[src/rtl/hazard_stall_unit_pkg.sv]
// Shared types and constants for the pipeline hazard/stall controller.
// Holds the FSM state encoding and the register-match helper used for load-use detection.
package hazard_stall_unit_pkg;

    typedef enum logic [0:0] {
        HZ_RUN,
        HZ_MEM_WAIT
    } hz_state_e;

    localparam logic [4:0] REG_X0 = 5'd0;

    // x0 is hardwired to zero, so a load targeting it never creates a dependency.
    function automatic logic reg_match(input logic [4:0] src, input logic used,
                                       input logic [4:0] rd);
        return used && (rd != REG_X0) && (src == rd);
    endfunction

endpackage

[src/rtl/hazard_stall_unit_sat_counter.sv]
// Saturating up-counter with synchronous clear and asynchronous active-low reset.
// Shared by the memory-wait counter and the stall-cycle performance counter.
module sat_counter #(
    parameter int W = 8
) (
    input  logic         clk,
    input  logic         rst_n,
    input  logic         inc,
    input  logic         clr,
    output logic [W-1:0] q
);

    localparam logic [W-1:0] MAX_VAL = '1;

    always_ff @(posedge clk or negedge rst_n) begin
        if (!rst_n) begin
            q <= '0;
        end else if (clr) begin
            q <= '0;
        end else if (inc && (q != MAX_VAL)) begin
            q <= q + W'(1);
        end
    end

endmodule

[src/rtl/hazard_stall_unit.sv]
// Hazard and stall controller for the 5-stage RV32I pipeline: resolves load-use,
// data-memory wait and taken-branch hazards into per-stage stall/bubble/flush controls.
module hazard_stall_unit
    import hazard_stall_unit_pkg::*;
#(
    parameter int STALL_CNT_W = 16,
    parameter int MEM_TIMEOUT = 0,
    parameter int WAIT_CNT_W  = 8
) (
    input  logic                   clk,
    input  logic                   rst_n,
    input  logic [4:0]             id_rs1_i,
    input  logic [4:0]             id_rs2_i,
    input  logic                   id_rs1_used_i,
    input  logic                   id_rs2_used_i,
    input  logic [4:0]             ex_rd_i,
    input  logic                   ex_is_load_i,
    input  logic                   ex_branch_taken_i,
    input  logic                   mem_req_i,
    input  logic                   mem_rsp_valid_i,
    output logic                   stall_if_o,
    output logic                   stall_id_o,
    output logic                   stall_ex_o,
    output logic                   stall_mem_o,
    output logic                   bubble_ex_o,
    output logic                   bubble_wb_o,
    output logic                   flush_if_id_o,
    output logic                   flush_id_ex_o,
    output logic                   mem_timeout_o,
    output logic [STALL_CNT_W-1:0] stall_cycles_o
);

    localparam bit                    TIMEOUT_EN  = (MEM_TIMEOUT != 0);
    localparam logic [WAIT_CNT_W-1:0] TIMEOUT_VAL = WAIT_CNT_W'(MEM_TIMEOUT);

    hz_state_e             state;
    hz_state_e             next_state;
    logic                  freeze;
    logic                  load_use;
    logic                  wait_clr;
    logic [WAIT_CNT_W-1:0] wait_cnt;

    always_ff @(posedge clk or negedge rst_n) begin
        if (!rst_n) begin
            state <= HZ_RUN;
        end else begin
            state <= next_state;
        end
    end

    // A request answered in the same RUN cycle is zero-wait and never freezes the pipe.
    always_comb begin
        next_state = state;
        freeze     = 1'b0;
        case (state)
            HZ_RUN: begin
                if (mem_req_i && !mem_rsp_valid_i) begin
                    freeze     = 1'b1;
                    next_state = HZ_MEM_WAIT;
                end
            end
            HZ_MEM_WAIT: begin
                if (mem_rsp_valid_i) begin
                    next_state = HZ_RUN;
                end else begin
                    freeze = 1'b1;
                end
            end
            default: next_state = HZ_RUN;
        endcase
    end

    assign load_use = ex_is_load_i &&
                      (reg_match(id_rs1_i, id_rs1_used_i, ex_rd_i) ||
                       reg_match(id_rs2_i, id_rs2_used_i, ex_rd_i));

    // Freeze beats branch: a frozen branch keeps its redirect until the pipe moves again.
    always_comb begin
        stall_if_o    = 1'b0;
        stall_id_o    = 1'b0;
        stall_ex_o    = 1'b0;
        stall_mem_o   = 1'b0;
        bubble_ex_o   = 1'b0;
        bubble_wb_o   = 1'b0;
        flush_if_id_o = 1'b0;
        flush_id_ex_o = 1'b0;
        if (rst_n) begin
            if (freeze) begin
                stall_if_o  = 1'b1;
                stall_id_o  = 1'b1;
                stall_ex_o  = 1'b1;
                stall_mem_o = 1'b1;
                bubble_wb_o = 1'b1;
            end else if (ex_branch_taken_i) begin
                flush_if_id_o = 1'b1;
                flush_id_ex_o = 1'b1;
            end else if (load_use) begin
                stall_if_o  = 1'b1;
                stall_id_o  = 1'b1;
                bubble_ex_o = 1'b1;
            end
        end
    end

    assign wait_clr = (state == HZ_MEM_WAIT) && mem_rsp_valid_i;

    sat_counter #(.W(WAIT_CNT_W)) u_wait_cnt (
        .clk   (clk),
        .rst_n (rst_n),
        .inc   (freeze),
        .clr   (wait_clr),
        .q     (wait_cnt)
    );

    sat_counter #(.W(STALL_CNT_W)) u_stall_cnt (
        .clk   (clk),
        .rst_n (rst_n),
        .inc   (stall_if_o),
        .clr   (1'b0),
        .q     (stall_cycles_o)
    );

    always_ff @(posedge clk or negedge rst_n) begin
        if (!rst_n) begin
            mem_timeout_o <= 1'b0;
        end else if (TIMEOUT_EN && (wait_cnt == TIMEOUT_VAL)) begin
            mem_timeout_o <= 1'b1;
        end
    end

endmodule

[config.mk]
export PLATFORM = sky130hd
export DESIGN_NAME = hazard_stall_unit
export DESIGN_NICKNAME = d
export VERILOG_FILES = /design/src/rtl/hazard_stall_unit_pkg.sv /design/src/rtl/hazard_stall_unit_sat_counter.sv /design/src/rtl/hazard_stall_unit.sv
export SDC_FILE = /design/constraint.sdc
export NUM_CORES = 1
export LEC_CHECK = 0
export CAP_MARGIN = 10
export CORE_MARGIN = 10
export CORE_UTILIZATION = 30
export CTS_BUF_LIST = sky130_fd_sc_hd__clkbuf_4
export CTS_CLUSTER_SIZE = 25
export DETAILED_ROUTE_END_ITERATION = 6
export REMOVE_ABC_BUFFERS = 1
export SETUP_SLACK_MARGIN = 0.4
export SYNTH_ARGS = -nofsm -noshare
export SYNTH_HDL_FRONTEND = slang
export SYNTH_SLANG_ARGS = --single-unit
export TNS_END_PERCENT = 50
[constraint.sdc]
create_clock -name clk -period 4.8 [get_ports clk]
set_input_delay 0.72 -clock clk [delete_from_list [all_inputs] [get_ports clk]]
set_output_delay 0.72 -clock clk [all_outputs]
set_load 0.005 [all_outputs]
==> reports/metrics.yaml, run 1 <==
setup_path:
  startpoint_type: "primary input"
  path_class: "primary input to output port"
  crit_slowest_cell: "clkdlybuf4s50_1"
  crit_path_max_fanout: 4
  cp_top_family: "buffers and inverters"
  worstRegToRegCells: 6
  cp.depth: 7
  crit_chain: "clkdlybuf4s50_1 > xor2_1 > nor4_2 > a32oi_1 > or2_2 > nor2_1 > clkdlybuf4s50_1"
  path_buf_inv: 2
  cp_common_cell: "clkdlybuf4s50_1"
  required_ns: 4.08
  worst_setup_path_end_kind: "output port"
  cp.arrival_ns: 2.86
  slowest_delay_ns: 0.51
floorplan:
  die_h_um: 79.79
  row_count: 21
  initial_core_util_pct: 31.64
  die-area_mm2: 0.006366
  coreArea_mm2: 0.003390
  io_pins: 48
  die_width_um: 79.79
status:
  outcome: "finished clean"
synthesis:
  syn_area_per_cell_um2: 9.748
  synth.distinct_cells: 37
  synthCells: 110
  synth-seq-cells: 17
  ys_seq_area_share_pct: 39.67
  synth_area_mm2: 0.001072
  yosysWarnings: 1
routing:
  wirelength_mm: 3.064
  dr.pass1.iters: 4
  vias: 961
  antenna_left: 0
  wire_per_inst_um: 15.24
  drcViolationCount: 0
  drtIter0Drc: 24
  via_per_inst: 4.781
cts:
  cts_root_buf: "clkbuf_4"
  post_cts.repair.setup_buffers: 0
  cts_made_buffers: 3
  cts_resized: 0
  cts_buffer_depth: 2
  clk_latency_ns: 0.29
  cts_hold_buf: 0
  cts_sinks: 17
  clk_pin_slew_ns: 0.10
  cts_max_level: 1
  cts_tree: "yes"
hold_path:
  holdCritPathClass: "flip-flop to flip-flop"
  holdPathStages: 1
sta:
  min_period_ns: 3.580
  setup_tns_ns: 0
  fin_skew_ns: 0.003743
  hold_viol: 0
  setup_violations: 0
  final_max_slew_viol_count: 0
  period_share_pct: 74.59
  rsz0062_at_grt: "false"
  worst_pin_slew_ns: 0.5808
  max_freq_ghz: 0.2793
  slew-limit-headroom_pct: 61.28
global_routing:
  antenna_found_initial: 0
  grt_pass1_vias: 997
  grt_overflow: 0
  grt_pass1_wl_mm: 4.871
  grt_max_degree: 14
  grt_use_total_pct: 9.666
layout:
  insertedDiodeCount: 0
  final_util_pct: 46.59
  drive_above_1_share_pct: 10.97
  final_nets: 180
  area_growth_pct: 47.26
pwr:
  leakage_uw: 0.0006424
  ir_drop_mv: 0.1629
  pwr_density_cell_mw_per_mm2: 266.3
placement:
  io_buffer_count: 46
  gp_congestion: 0.8483
  dp_hpwl_mm: 2.485
flow_run:
  maxCapViolations: 0
## cell usage after synthesis
master    count  area (um^2)
dfrtp_1      17        425.4
xor2_1       13        113.9
nand2_1      11        41.29
nand3_1       8        40.04
xnor2_1       7        61.31
nor2_1        6        22.52
buf_4         5        37.54
nand4_1       5        31.28
and3_1        2        12.51
inv_1         2        7.510
mux2_2        2        22.52
nor2_2        2        12.51
nor3_1        2        10.01
nor4_1        2        12.51
o21ai_0       2        10.01
o21ai_1       2        10.01
or2_2         2        12.51
a211o_1       1        8.760
a21oi_1       1        5.000
a32oi_1       1        8.760
and2_0        1        6.260
and2_1        1        6.260
and4_1        1        8.760
buf_6         1        11.26
conb_1        1        3.750
ha_1          1        12.51
mux2_4        1        15.01
nand2b_1      1        6.260
nor3_4        1        16.27
nor4_2        1        12.51
o21ba_2       1        10.01
o22a_2        1        10.01
o31a_1        1        8.760
o31ai_1       1        7.510
o32ai_2       1        16.27
or2b_1        1        7.510
or4_1         1        7.510
## path summary, 6_finish.rpt
| path | startpoint | endpoint | slack, ns |
|---|---|---|---|
| max | ex_rd_i[1] | bubble_ex_o | 1.22 |
| min | u_stall_cnt.q[11] | u_stall_cnt.q[11] | 0.53 |
| max reg2reg | u_stall_cnt.q[0] | u_stall_cnt.q[1] | 2.33 |
| min reg2reg | u_stall_cnt.q[11] | u_stall_cnt.q[11] | 0.53 |
| max in group asynchronous | rst_n | u_stall_cnt.q[6] | 3.48 |
| min in group asynchronous | rst_n | u_stall_cnt.q[1] | 0.79 |
## flip-flops by register name (all words and copies together), names as in the netlist
name and cells:
u_stall_cnt.q 16, state 1
## cells in the final DEF, fill, tap and decap left out, drive strengths merged
master	n
a211o	1
a21oi	1
a32oi	1
and2	2
and3	2
and4	1
buf	1
clkbuf	4
clkdlybuf4s50	46
conb	1
dfrtp	17
ha	1
inv	2
mux2	3
nand2	11
nand2b	1
nand3	8
nand4	5
nor2	8
nor3	3
nor4	3
o21ai	4
o21ba	1
o22a	1
o31a	1
o31ai	1
o32ai	1
or2	2
or2b	1
or4	1
xnor2	7
xor2	13
## area by class of cell
class,instances,area [um^2]
well taps,46,57.56
multi-input cells,85,590.6
flip-flops and latches,17,425.4
inverters,2,7.507
fillers,328,1810
repair buffers,47,467.9
clock buffers,4,30.03
## worst reg2reg max path, cell delays in order, from the launching register on
cell and delay (ns):
dfrtp_1 0.42, ha_1 0.21, nand4_1 0.14, nor4_1 0.52
or2b_1 0.22, o31a_1 0.52, mux2_4 0.35
## per-layer routing
metal	track usage [%]	part of all wire [%]	up-vias
li1	-	-	468
met1	11.35	44	458
met2	15.86	48	33
met3	3.604	8.3	2
met4	3.169	0.33	0
met5	0	0	-
## per-stage QoR
| step | cell area [um^2] | setup WS [ns] | power [uW] | cells | hold WS (ns) |
|---|---|---|---|---|---|
| 2_1_floorplan | 1023 | 2.337 | 248.4 | 104 | 0.4244 |
| 3_3_place_gp | 1549 | 1.264 | 337.3 | 197 | 0.5030 |
| 3_5_place_dp | 1549 | 1.206 | 341.1 | 197 | 0.5144 |
| 4_1_cts | 1579 | 1.202 | 427.1 | 201 | 0.5306 |
| 5_1_grt | 1579 | 1.022 | 451.1 | 201 | 0.5553 |
| 6_report | 1579 | 1.220 | 420.5 | 201 | 0.5291 |
## logic make-up (layout without fill, tap and decap cells)
logic type               Yosys count  count (layout)  synth area share (%)
other                              1               1                0.3497
AND/OR/NAND/NOR                   48              48                 24.86
AO/OA/AOI/OAI                     12              12                 8.869
XOR/XNOR                          20              20                 16.34
buffers and inverters              8              53                 5.251
multiplexers                       3               3                 3.500
adder cells (fa/ha/maj)            1               1                 1.167
flip-flops                        17              17                 39.67
## power by group
part	switching [uW]	total, uW	leakage, uW	internal (uW)
Clock	45.9	83.9	0.0000184	37.9
Combinational	50.3	138	0.000399	87.4
Sequential	33.3	199	0.000225	166
Total	129	421	0.000642	291
Power figures use the tool's default switching activity.
==> inputs of run 2 (changes only) <==
==> constraint.sdc (replaced) <==
create_clock -name clk -period 3.53 [get_ports clk]
set_input_delay 0.5295 -clock clk [delete_from_list [all_inputs] [get_ports clk]]
set_output_delay 0.5295 -clock clk [all_outputs]
set_load 0.005 [all_outputs]
==> run 2 against run 1 <==
- flip-flop and latch count stayed put
- via count is 1.1% higher
- sequential share of layout area is 0.67 points lower
- utilization is 1.2 points higher
- global-route usage is 0.29 points lower
- clock-buffer cell count stayed put
- sequential power is 36% higher
- wire length is 0.29% lower
- cell count is 1.5% higher
- total power is 35% higher
- first-iteration DRC count is 50% lower
- cell area is 2.5% higher
- largest cell class unchanged
- highest routed layer unchanged
==> reports/metrics.yaml, run 2 (synthesis results as in run 1) <==
layout:
  drive_above_1_share_pct: 14.56  # +3.6 points
  area_growth_pct: 50.99
  largest_reg_flops: 16  # unchanged
  fill_cells: 326  # -0.61%
  mostFrequentLayoutCells: "clkdlybuf4s50_1 (43), dfrtp_1 (17), xor2_1 (13), nand2_1 (11), nand3_1 (8)"
  final_common_cell: "clkdlybuf4s50_1"
  insertedDiodeCount: 0  # unchanged
  top_register: "u_stall_cnt.q"
  largestRegisters: "u_stall_cnt.q (16), state (1)"
  design_area_mm2: 0.001619  # +2.5%
  final_nets: 183  # +1.7%
floorplan:
  row_count: 21  # unchanged
  coreArea_mm2: 0.003390  # unchanged
  die-area_mm2: 0.006366  # unchanged
  die_width_um: 79.79  # unchanged
  io_pins: 48  # unchanged
  initial_core_util_pct: 31.64  # unchanged
  die_h_um: 79.79  # unchanged
setup_path:
  worst_setup_path_end_kind: "output port"
  worstRegToRegCells: 6  # unchanged
  crit_path_max_fanout: 3  # -1
  path_class: "primary input to output port"
  reg2reg_from: "u_stall_cnt.q[0]"
  r2r_end: "u_stall_cnt.q[1]"
  required_ns: 3.00  # -1.08 ns
  reg2reg_slack_ns: 1.08  # -1.25 ns
  startpoint_type: "primary input"
  cp.arrival_ns: 2.54  # -0.32 ns
placement:
  gp_congestion: 0.8315  # -2.0%
  pre_cts_ws_ns: 0.3653  # -0.8410 ns
  dp_hpwl_mm: 2.488  # +0.14%
  placed_cell_area_mm2: 0.001556  # +0.48%
  io_buffer_count: 46  # unchanged
global_routing:
  grt_use_total_pct: 9.379  # -0.29 points
  grt_overflow: 0  # unchanged
  grt_pass1_vias: 976  # -2.1%
  grt_max_degree: 12  # -2
  antenna_found_initial: 0  # unchanged
  grt_pass1_wl_mm: 4.781  # -1.8%
pwr:
  pwr_density_cell_mw_per_mm2: 351.5  # +32%
  p_sw_uw: 172.8  # +33%
  leakage_uw: 0.0006730  # +4.8%
  swShare_pct: 30.37  # -0.42 points
  clkPwrFrac_pct: 19.2  # -0.7 points
  p_int_uw: 396.3  # +36%
  ir_drop_mv: 0.2194  # +35%
  pwr-share-comb_pct: 33.2  # +0.5 points
  seqPwrFrac_pct: 47.6  # +0.3 points
cts:
  cts_max_level: 1  # unchanged
  clk_pin_slew_ns: 0.09  # about the same
  cts_tree: "yes"
  clk_latency_ns: 0.28  # about the same
  cts_root_buf: "clkbuf_4"
  cts_made_buffers: 3  # unchanged
  cts_hold_buf: 0  # unchanged
  cts_buffer_depth: 2  # unchanged
  cts_sinks: 17  # unchanged
routing:
  antenna_left: 0  # unchanged
  drtIter0Drc: 12  # -50%
  wire_per_inst_um: 14.98  # -1.8%
  drcViolationCount: 0  # unchanged
  wirelength_mm: 3.055  # -0.29%
  dr.pass1.iters: 4  # unchanged
  via_per_inst: 4.765  # -0.34%
  vias: 972  # +1.1%
sta:
  worst_pin_slew_ns: 0.5675  # -0.01337 ns
  setup_violations: 0  # unchanged
  fin_skew_ns: 0.001126  # -0.002617 ns
  holdWs_ns: 0.5269  # -0.002199 ns
  fin_ws_ns: 0.4573  # -0.7625 ns
  max_freq_ghz: 0.3254
  period_share_pct: 87.05
  setup_tns_ns: 0  # unchanged
  slew-limit-headroom_pct: 62.17  # +0.89 points
  hold_viol: 0  # unchanged
  final_max_slew_viol_count: 0  # unchanged
  min_period_ns: 3.073
  rsz0062_at_grt: "false"
hold_path:
  holdCritPathClass: "flip-flop to flip-flop"
  worstHoldStart: "u_stall_cnt.q[15]"
  holdPathStages: 1  # unchanged
  hold_path_end: "u_stall_cnt.q[15]"
status:
  outcome: "finished clean"
flow_run:
  maxCapViolations: 0  # unchanged
==> run 2: changes by cell type in the layout (fill, tap and decap cells not counted), sizes merged <==
| cell | delta |
|---|---|
| buf | +3 |
| clkdlybuf4s50 | -3 |
| dlygate4sd2 | +2 |
| dlymetal6s2s | +1 |
==> run 2: final cells by class <==
cell class	instances	area, um^2	share of cell area (%)
multi-input cells	85	608.1	37.56
flip-flops and latches	17	425.4	26.28
repair buffers	50	490.5	30.29
well taps	46	57.56	3.555
inverters	2	7.507	0.4637
clock buffers	4	30.03	1.855
==> run 2: worst max path at each step <==
stage,slack [ns],start,to
after floorplan,1.36,ex_rd_i[1],u_stall_cnt.q[1]
after detailed placement,0.37,ex_rd_i[2],bubble_ex_o
after global placement,0.37,ex_rd_i[2],bubble_ex_o
after global routing,0.41,ex_rd_i[4],bubble_ex_o
final,0.46,ex_rd_i[4],bubble_ex_o
after CTS,0.41,ex_rd_i[3],bubble_ex_o
==> run 2: per-stage QoR <==
step | utilization [%] | total power, uW | std cells
3_3_place_gp | 45.92 | 459.3 | 198
2_1_floorplan | - | 337.8 | 104
6_report | 47.77 | 569.1 | 204
4_1_cts | 47.18 | 578.1 | 203
5_1_grt | 47.77 | 615.2 | 204
3_5_place_dp | 45.92 | 464.3 | 198
==> run 2: metal layers <==
layer  track usage (%)  routed length [um]
met4             2.113                  10
met2             15.78                1394
met5                 0                   0
met3             3.829                 263
met1             10.86                1387
==> run 2: power groups by stage <==
stage | sequential, uW | clock (uW) | combinational [uW]
final | 271 | 109 | 189
after CTS | 272 | 114 | 192
after global placement | 272 | 0 | 187
after detailed placement | 274 | 0 | 190
after global routing | 278 | 125 | 211
after floorplan | 268 | 0 | 69.8
==> run 2: critical path: stages <==
cell and delay [ns]:
clkdlybuf4s50_1 0.47, xor2_1 0.20, nor4_2 0.24, a32oi_2 0.17, or2_2 0.35, nor2_1 0.09, clkdlybuf4s50_1 0.51
==> run 2: what timing repair did <==
action                     CTS  global route
gates resized for setup      3             3
setup endpoints to repair    3             3
setup buffers                1             1
pin swaps                    2             2
==> inputs of run 3 (changes only) <==
--- a/config.mk
+++ b/config.mk
@@ -11,7 +11,6 @@
 export CTS_BUF_LIST = sky130_fd_sc_hd__clkbuf_4
 export CTS_CLUSTER_SIZE = 25
 export DETAILED_ROUTE_END_ITERATION = 6
-export REMOVE_ABC_BUFFERS = 1
 export SETUP_SLACK_MARGIN = 0.4
 export SYNTH_ARGS = -nofsm -noshare
 export SYNTH_HDL_FRONTEND = slang
==> run 3 against run 2 <==
- clock skew grew 0.0054 ns
- total power about the same
- cell area fell by 0.77%
- clock-buffer cell count unchanged
- critical path depth fell by 1
- via count up 0.10%
- cell count decreased by 0.98%
- first-iteration DRC count increased to 2.5 times the previous value
- worst setup slack improved by 0.015 ns
- clock power hardly changed
- largest power group unchanged
- highest routed layer unchanged
==> reports/metrics.yaml, run 3 (synthesis results as in run 1) <==
sta:
  hold_viol: 0  # unchanged
  min_period_ns: 3.057  # -0.01535 ns
  final_max_slew_viol_count: 0  # unchanged
  max_freq_ghz: 0.3271  # +0.50%
  setup_tns_ns: 0  # unchanged
  worst_pin_slew_ns: 0.5473  # -0.02021 ns
  rsz0062_at_grt: "true"
  setup_violations: 0  # unchanged
  slew-limit-headroom_pct: 63.52  # +1.3 points
  fin_skew_ns: 0.006498  # +0.005372 ns
  period_share_pct: 86.61  # -0.43 points
layout:
  final_util_pct: 47.40  # -0.37 points
  largestRegisters: "u_stall_cnt.q (16), state (1)"
  top_register: "u_stall_cnt.q"
  drive_above_1_share_pct: 13.46  # -1.1 points
  area_growth_pct: 49.82
  fill_cells: 330  # +1.2%
  final_common_cell: "clkdlybuf4s50_1"
  final_nets: 181  # -1.1%
  mostFrequentLayoutCells: "clkdlybuf4s50_1 (43), dfrtp_1 (17), xor2_1 (13), nand2_1 (11), nand3_1 (8)"
  insertedDiodeCount: 0  # unchanged
  largest_reg_flops: 16  # unchanged
setup_path:
  crit_chain: "clkdlybuf4s50_1 > or4_1 > o21ai_1 > or2_4 > nor2_1 > clkdlybuf4s50_1"
  crit_slowest_cell: "or4_1"
  path_class: "primary input to output port"
  reg2reg_slack_ns: 1.14  # +0.06 ns
  slowest_delay_ns: 0.50  # about the same
  cp-endpoint: "bubble_ex_o"
  worstRegToRegCells: 6  # unchanged
  r2r_end: "u_stall_cnt.q[1]"
  cp.arrival_ns: 2.53  # about the same
  worst_setup_path_end_kind: "output port"
  startpoint: "ex_rd_i[3]"
  required_ns: 3.00  # about the same
  reg2reg_from: "u_stall_cnt.q[0]"
  crit_path_max_fanout: 4  # +1
  startpoint_type: "primary input"
  cp_common_cell: "clkdlybuf4s50_1"
pwr:
  pwr-share-comb_pct: 33.1  # about the same
  swShare_pct: 30.46  # +0.097 points
  p_int_uw: 395.6  # -0.17%
  seqPwrFrac_pct: 47.6  # about the same
  leakage_uw: 0.0006664  # -0.98%
  pwr_density_cell_mw_per_mm2: 354.1  # +0.74%
  p_sw_uw: 173.3  # +0.28%
  clkPwrFrac_pct: 19.3  # about the same
  ir_drop_mv: 0.2678  # +22%
hold_path:
  holdCritPathClass: "flip-flop to flip-flop"
global_routing:
  grt_pass1_vias: 1071  # +9.7%
  grt_overflow: 0  # unchanged
  grt-busiest-layer: "met2"
  grt_max_degree: 20  # +8
  grt_pass1_wl_mm: 5.271  # +10%
  grt_use_total_pct: 10.22  # +0.84 points
  gr-usage-met1_pct: 12.26  # +1.4 points
  use_met3_pct: 3.491  # -0.34 points
  met2_usage_pct: 16.75  # +0.97 points
  antenna_found_initial: 0  # unchanged
floorplan:
  die_width_um: 79.79  # unchanged
  die-area_mm2: 0.006366  # unchanged
  die_h_um: 79.79  # unchanged
  coreArea_mm2: 0.003390  # unchanged
  io_pins: 48  # unchanged
  row_count: 21  # unchanged
  initial_core_util_pct: 31.64  # unchanged
routing:
  via_per_inst: 4.817  # +1.1%
  drtIter0Drc: 30  # +18
  antenna_left: 0  # unchanged
  wirelength_mm: 3.133  # +2.6%
  wire_per_inst_um: 15.51  # +3.6%
  vias: 973  # +0.10%
  drcViolationCount: 0  # unchanged
  dr.pass1.iters: 4  # unchanged
placement:
  io_buffer_count: 46  # unchanged
  dp_hpwl_mm: 2.565  # +3.1%
  gp_congestion: 0.8503  # +2.3%
cts:
  clk_pin_slew_ns: 0.10  # about the same
  clk_latency_ns: 0.29  # about the same
  cts_root_buf: "clkbuf_4"
  cts_tree: "yes"
  cts_sinks: 17  # unchanged
  cts_buffer_depth: 2  # unchanged
  cts_hold_buf: 0  # unchanged
  cts_made_buffers: 3  # unchanged
  cts_max_level: 1  # unchanged
synthesis:
  syn_nets: 134
flow_run:
  maxCapViolations: 0  # unchanged
status:
  outcome: "finished clean"
[run 3: repair_timing]
item | 4_1_cts | 5_1_grt
hold endpoints to repair | 0 | 0
pin swaps | 2 | 3
setup endpoints to repair | 3 | 3
buffers inserted | 1 | 0
resized for setup | 4 | 3
[run 3: how the worst min path moves through the flow]
| stage | to | slack (ns) | cells past startpoint | startpoint |
|---|---|---|---|---|
| 2_1_floorplan | state | 0.23 | 0 | rst_n |
| 3_3_place_gp | u_stall_cnt.q[11] | 0.50 | 1 | u_stall_cnt.q[11] |
| 3_5_place_dp | state | 0.51 | 1 | state |
| 4_1_cts | u_stall_cnt.q[11] | 0.53 | 1 | u_stall_cnt.q[11] |
| 5_1_grt | state | 0.57 | 1 | state |
| 6_report | u_stall_cnt.q[11] | 0.53 | 1 | u_stall_cnt.q[11] |
[run 3: area by class of cell]
cell class,instances,area (um^2),share of cell area (%)
multi-input cells,85,610.6,38.01
repair buffers,48,475.5,29.60
flip-flops and latches,17,425.4,26.48
well taps,46,57.56,3.583
clock buffers,4,30.03,1.869
inverters,2,7.507,0.4673
[run 3: stage by stage]
step,instances,cell area (um^2),worst slack [ns],hold slack (ns),power [uW]
global route,202,1607,0.3708,0.5701,606.8
global placement,197,1549,0.3801,0.5029,459.8
CTS,202,1598,0.4116,0.5276,579.6
detailed placement,197,1549,0.3008,0.5090,463.1
floorplan,110,1072,1.414,0.2339,343.2
finish,202,1607,0.4726,0.5344,568.9
[run 3: worst max-delay path, delay by kind of cell]
kind / cells / cell delay, ns
buffers and inverters: 2 / 0.92
and+or+nand+nor: 3 / 0.74
AOI/OAI and AO/OA: 1 / 0.34
[run 3: routing by layer]
layer / vias to the layer above / part of all wire (%)
met5: - / 0
met4: 0 / 0.45
met3: 2 / 9.4
met2: 34 / 48
met1: 462 / 42
li1: 475 / -
[run 3: power by group through the flow]
| stage | Combinational, uW | Clock [uW] | Sequential (uW) |
|---|---|---|---|
| finish | 188 | 110 | 271 |
| global route | 207 | 122 | 277 |
| CTS | 193 | 115 | 271 |
| detailed placement | 189 | 0 | 274 |
| global placement | 187 | 0 | 273 |
| floorplan | 75.2 | 0 | 268 |
